--- src/rtl/sync_fifo_if.sv ---
// fifo_ifc: handshake/data bundle between a producer/consumer and sync_fifo.
// The overflow/underflow pair exists only when SYNC_FIFO_ERR_EN is defined.
interface fifo_ifc #(
    parameter int DATA_W = 8,
    parameter int DEPTH  = 16
);
    logic                     wr_en;
    logic [DATA_W-1:0]        din;
    logic                     rd_en;
    logic [DATA_W-1:0]        dout;
    logic                     full;
    logic                     empty;
    logic                     almost_full;
    logic                     almost_empty;
    logic [$clog2(DEPTH):0]   count;
`ifdef SYNC_FIFO_ERR_EN
    logic                     overflow;
    logic                     underflow;
`endif

    // Producer/consumer side
    modport master (
        output wr_en, din, rd_en,
        input  dout, full, empty, almost_full, almost_empty, count
`ifdef SYNC_FIFO_ERR_EN
        , input overflow, underflow
`endif
    );

    // FIFO side
    modport slave (
        input  wr_en, din, rd_en,
        output dout, full, empty, almost_full, almost_empty, count
`ifdef SYNC_FIFO_ERR_EN
        , output overflow, underflow
`endif
    );
endinterface

--- src/rtl/sync_fifo.sv ---
// sync_fifo: single-clock FIFO with registered read data, occupancy count and
// almost-full/almost-empty thresholds. Define SYNC_FIFO_ERR_EN to add sticky
// overflow/underflow flags; by default rejected accesses are silently dropped.
module sync_fifo #(
    parameter int DATA_W   = 8,
    parameter int DEPTH    = 16,
    parameter int AF_LEVEL = 14,
    parameter int AE_LEVEL = 2
) (
    input  logic      clk,
    input  logic      rst,
    fifo_ifc.slave    bus
);
    localparam int AW = $clog2(DEPTH);
    localparam int CW = AW + 1;

    logic [DATA_W-1:0] r_mem [DEPTH];
    logic [AW-1:0]     r_wr_ptr;
    logic [AW-1:0]     r_rd_ptr;
    logic [CW-1:0]     r_count;
    logic [DATA_W-1:0] r_dout;

    logic w_full;
    logic w_empty;
    logic w_rd_acc;
    logic w_wr_acc;

    assign w_full   = (r_count == CW'(DEPTH));
    assign w_empty  = (r_count == '0);
    // A full FIFO still takes a write when a read frees a slot on the same edge
    assign w_rd_acc = bus.rd_en && !w_empty;
    assign w_wr_acc = bus.wr_en && (!w_full || w_rd_acc);

    // Storage array: written on accepted writes only, never cleared
    always_ff @(posedge clk) begin
        if (!rst && w_wr_acc) begin
            r_mem[r_wr_ptr] <= bus.din;
        end
    end

    // Pointers, occupancy and registered read data
    always_ff @(posedge clk) begin
        if (rst) begin
            r_wr_ptr <= '0;
            r_rd_ptr <= '0;
            r_count  <= '0;
            r_dout   <= '0;
        end else begin
            if (w_wr_acc) begin
                r_wr_ptr <= r_wr_ptr + 1'b1;
            end
            if (w_rd_acc) begin
                r_rd_ptr <= r_rd_ptr + 1'b1;
                r_dout   <= r_mem[r_rd_ptr];
            end
            case ({w_wr_acc, w_rd_acc})
                2'b10:   r_count <= r_count + 1'b1;
                2'b01:   r_count <= r_count - 1'b1;
                default: r_count <= r_count;
            endcase
        end
    end

`ifdef SYNC_FIFO_ERR_EN
    logic r_overflow;
    logic r_underflow;

    // Sticky error flags, cleared only by reset
    always_ff @(posedge clk) begin
        if (rst) begin
            r_overflow  <= 1'b0;
            r_underflow <= 1'b0;
        end else begin
            if (bus.wr_en && !w_wr_acc) begin
                r_overflow <= 1'b1;
            end
            if (bus.rd_en && w_empty) begin
                r_underflow <= 1'b1;
            end
        end
    end

    assign bus.overflow  = r_overflow;
    assign bus.underflow = r_underflow;
`endif

    assign bus.dout         = r_dout;
    assign bus.count        = r_count;
    assign bus.full         = w_full;
    assign bus.empty        = w_empty;
    assign bus.almost_full  = (r_count >= CW'(AF_LEVEL));
    assign bus.almost_empty = (r_count <= CW'(AE_LEVEL));
endmodule

--- src/flat_wrapper.sv ---
// flat-port wrapper written by rule: the top's interface ports become plain ports
module sync_fifo_flat 
#(
    parameter int DATA_W   = 8,
    parameter int DEPTH    = 16,
    parameter int AF_LEVEL = 14,
    parameter int AE_LEVEL = 2
)
  (clk, rst, bus_wr_en, bus_din, bus_rd_en, bus_dout, bus_full, bus_empty, bus_almost_full, bus_almost_empty, bus_count);
  fifo_ifc #(.DATA_W(DATA_W), .DEPTH(DEPTH)) bus_i ();
  input  logic clk;
  input  logic rst;
  input wire logic [$bits(bus_i.wr_en)-1:0] bus_wr_en;
  input wire logic [$bits(bus_i.din)-1:0] bus_din;
  input wire logic [$bits(bus_i.rd_en)-1:0] bus_rd_en;
  output wire logic [$bits(bus_i.dout)-1:0] bus_dout;
  output wire logic [$bits(bus_i.full)-1:0] bus_full;
  output wire logic [$bits(bus_i.empty)-1:0] bus_empty;
  output wire logic [$bits(bus_i.almost_full)-1:0] bus_almost_full;
  output wire logic [$bits(bus_i.almost_empty)-1:0] bus_almost_empty;
  output wire logic [$bits(bus_i.count)-1:0] bus_count;
  assign bus_i.wr_en = bus_wr_en;
  assign bus_i.din = bus_din;
  assign bus_i.rd_en = bus_rd_en;
  assign bus_dout = bus_i.dout;
  assign bus_full = bus_i.full;
  assign bus_empty = bus_i.empty;
  assign bus_almost_full = bus_i.almost_full;
  assign bus_almost_empty = bus_i.almost_empty;
  assign bus_count = bus_i.count;
  sync_fifo #(.DATA_W(DATA_W), .DEPTH(DEPTH), .AF_LEVEL(AF_LEVEL), .AE_LEVEL(AE_LEVEL)) u_core (.clk(clk), .rst(rst), .bus(bus_i));
endmodule
--- config.mk ---
export PLATFORM = sky130hd
export DESIGN_NAME = sync_fifo_flat
export DESIGN_NICKNAME = d
export VERILOG_FILES = /design/src/rtl/sync_fifo_if.sv /design/src/rtl/sync_fifo.sv /design/src/flat_wrapper.sv
export SDC_FILE = /design/constraint.sdc
export NUM_CORES = 1
export LEC_CHECK = 0
export ABC_AREA = 1
export CORE_UTILIZATION = 55
export DETAILED_ROUTE_END_ITERATION = 7
export PLACE_DENSITY = 0.82
export REMOVE_ABC_BUFFERS = 1
export SLEW_MARGIN = 0
export SYNTH_ARGS = -nofsm -noshare
export SYNTH_HDL_FRONTEND = slang
export SYNTH_SLANG_ARGS = --single-unit
export TNS_END_PERCENT = 1
--- constraint.sdc ---
create_clock -name clk -period 2.92 [get_ports clk]
set_input_delay 0.584 -clock clk [delete_from_list [all_inputs] [get_ports clk]]
set_output_delay 0.584 -clock clk [all_outputs]
set_load 0.05 [all_outputs]
==> flow_metrics.env <==
export IMPL_layout_drive_gt1_share_pct=8.82
export IMPL_wl_met1_um=5770
export IMPL_routabilityCongestion=0.859
export IMPL_fin_crit_ns=2.72
export IMPL_tritoncts="yes"
export IMPL_cts_hold_buf=0
export IMPL_drc_errors=0
export IMPL_antenna_found_initial=0
export IMPL_drtIter0Drc=503
export IMPL_track_usage_pct=25.2
export IMPL_multiInputGateArea_mm2=0.00180
export IMPL_yosysWarnings=0
export IMPL_area_growth_pct=14.9
export IMPL_cts_resized=0
export IMPL_dr_pass1_iters=5
export IMPL_clkLatencyLatePin_ns=0.42
export IMPL_r2r_start="u_core.bus.count[2]"
export IMPL_grt_pass1_wl_um=23300
export IMPL_final_common_cell="nand2_1"
export IMPL_crit_fanout=6
export IMPL_portBuffers=28
export IMPL_seqCellArea_mm2=0.00427
export IMPL_tightest_slew_ns=1.14
export IMPL_crit_end="bus_almost_full"
export IMPL_highest_layer="met4"
export IMPL_clk_pin_slew_ns=0.06
export IMPL_ys_seq_area_share_pct=64.2
export IMPL_fin_skew_ns=0.00578
export IMPL_grt_ovfl_total=0
export IMPL_mostFrequentLayoutCells="nand2_1, edfxtp_1, nand3_1, inv_1, nor2_1"
export IMPL_wl_met3_um=1070
export IMPL_crit_start="u_core.bus.count[1]"
export IMPL_vdd_ir_drop_max_uv=519
export IMPL_worstReg2RegEnd="u_core.bus.count[4]"
export IMPL_crit_arrival_ns=2.13
export IMPL_period_share_pct=93.1
export IMPL_cp_required_ns=2.34
export IMPL_ys_ff_latch=149
export IMPL_setup_tns_ns=0
export IMPL_avgSynthCellArea_um2=9.85
export IMPL_syn_area_mm2=0.00664
export IMPL_fp_dieW_um=112
export IMPL_nNetsFinal=735
export IMPL_dieArea_mm2=0.0125
export IMPL_via_per_inst=5.46
export IMPL_finalMaxSlewViolations=0
export IMPL_die_y_um=112
export IMPL_slew_headroom_pct=23.7
export IMPL_num_vias=4741
export IMPL_syn_inst=674
export IMPL_root_buffer="clkbuf_16"
export IMPL_p_leak_nw=3.25
export IMPL_start_util_pct=57.2
export IMPL_wl_um=14700
export IMPL_setup_viol=0
export IMPL_cp_end_kind="output port"
export IMPL_wl_per_cell_um=16.9
export IMPL_status="finished clean"
export IMPL_report_final_hold_viol_count=0
export IMPL_final_antenna_net_count=0
export IMPL_worst_setup_path_start_kind="flip-flop"
export IMPL_critPathKind="reg2out"
export IMPL_htree_levels=4
export IMPL_grt_max_degree=67
export IMPL_cts_num_sinks=149
export IMPL_wl_met2_um=7430
export IMPL_grt_setup_unrepaired="no"
export IMPL_cts_buffers=17
export IMPL_hp_class="reg2reg"
export IMPL_cts_setup_buffers=0
export IMPL_core_area_mm2=0.0116
export IMPL_synthDistinctLibCells=26
export IMPL_dp_cells=837
export IMPL_max_cap_viol_count=0
export IMPL_dp_hpwl_um=8880
export IMPL_diodes=0
export IMPL_rows=39
export IMPL_n_fill_cell=874
export IMPL_ios=29
export IMPL_cts_buffer_depth=2
export IMPL_worstRegToRegCells=15
export IMPL_r2r_slack_ns=0.44
export IMPL_powerDensity_mw_per_mm2=866
export IMPL_final_instance_count_excl_fill=869
export IMPL_grt_pass1_vias=4583
export IMPL_power_mw=6.61
export IMPL_fmax_mhz=368
-- area by class of cell --
cell class / instances / area share, %
clock buffer: 18 / 5.62
clock inverter: 14 / 2.12
inverter: 95 / 4.67
multi-input combinational: 401 / 23.6
sequential: 149 / 55.9
tap: 143 / 2.35
timing repair buffer: 49 / 5.74
-- layer usage --
| metal | global-route usage [%] | up-vias |
|---|---|---|
| li1 | - | 2262 |
| met1 | 30.9 | 2220 |
| met2 | 42.4 | 219 |
| met3 | 6.15 | 40 |
| met4 | 10.9 | 0 |
| met5 | 0 | - |
-- flip-flops by register name, summed over array words and instances, names as in the netlist --
signal and cells:
u_core.r_mem 128, u_core.bus.dout 8, u_core.bus.count 5, u_core.r_rd_ptr 4
u_core.r_wr_ptr 4
-- worst min-delay path by stage --
| stage | start | to | slack (ns) | cells after the start |
|---|---|---|---|---|
| 2_1_floorplan | u_core.r_wr_ptr[3] | u_core.r_wr_ptr[3] | 0.46 | 2 |
| 3_3_place_gp | u_core.r_wr_ptr[3] | u_core.r_wr_ptr[3] | 0.50 | 2 |
| 3_5_place_dp | u_core.r_wr_ptr[3] | u_core.r_wr_ptr[3] | 0.51 | 2 |
| 4_1_cts | u_core.r_wr_ptr[3] | u_core.r_wr_ptr[3] | 0.52 | 2 |
| 5_1_grt | u_core.bus.count[4] | u_core.bus.count[4] | 0.54 | 2 |
| 6_report | u_core.bus.count[4] | u_core.bus.count[4] | 0.53 | 2 |
-- where the power goes --
group	total [mW]	switching, mW	internal (mW)
Clock	2.17	0.835	1.33
Sequential	2.49	0.0788	2.42
Combinational	1.95	1.36	0.586
Total	6.61	2.28	4.33
-- synth_stat cells --
| cell type | number | area [um^2] |
|---|---|---|
| nand4_1 | 2 | 12.5 |
| buf_1 | 1 | 3.75 |
| xor2_1 | 3 | 26.3 |
| o21ai_1 | 4 | 20.0 |
| buf_2 | 12 | 60.1 |
| fa_1 | 1 | 20.0 |
| inv_2 | 6 | 22.5 |
| a21boi_1 | 1 | 7.51 |
| nand2_1 | 222 | 833 |
| nand2_2 | 3 | 18.8 |
| clkbuf_1 | 3 | 11.3 |
| o21bai_1 | 1 | 7.51 |
| inv_1 | 89 | 334 |
| o31ai_1 | 1 | 7.51 |
| edfxtp_1 | 128 | 3840 |
| nor3b_1 | 1 | 7.51 |
| xnor2_1 | 1 | 8.76 |
| a21oi_1 | 12 | 60.1 |
| dfxtp_1 | 21 | 420 |
| buf_6 | 12 | 135 |
| o21ai_0 | 4 | 20.0 |
| ha_1 | 9 | 113 |
| nor2_1 | 37 | 139 |
| nand3_1 | 96 | 480 |
| buf_4 | 1 | 7.51 |
| nor2_2 | 3 | 18.8 |
-- metrics by stage --
step / hold slack [ns] / setup WS (ns) / cell area [um^2] / util, %
floorplan: 0.461 / 0.103 / 6420 / -
global placement: 0.505 / 0.274 / 7040 / 60.6
detailed placement: 0.509 / 0.124 / 7040 / 60.6
CTS: 0.519 / 0.184 / 7630 / 65.7
global route: 0.536 / 0.0726 / 7630 / 65.7
finish: 0.528 / 0.201 / 7630 / 65.7
-- logic make-up (layout without fill, tap and decap cells) --
group           after synthesis  in the layout  synth area share [%]
compound gates               23             23                  1.85
xor+xnor                      4              4                 0.528
fa+ha+maj                    10             10                  2.00
buf+inv                     124            176                  8.65
flops                       149            149                  64.2
simple gates                364            364                  22.7
-- worst max-delay path, stage by stage, from the launching register on --
cell and delay, ns:
dfxtp_1 0.44, inv_1 0.12, o31ai_1 0.28, clkdlybuf4s50_1 0.87
(Power assumes the default switching activity.)
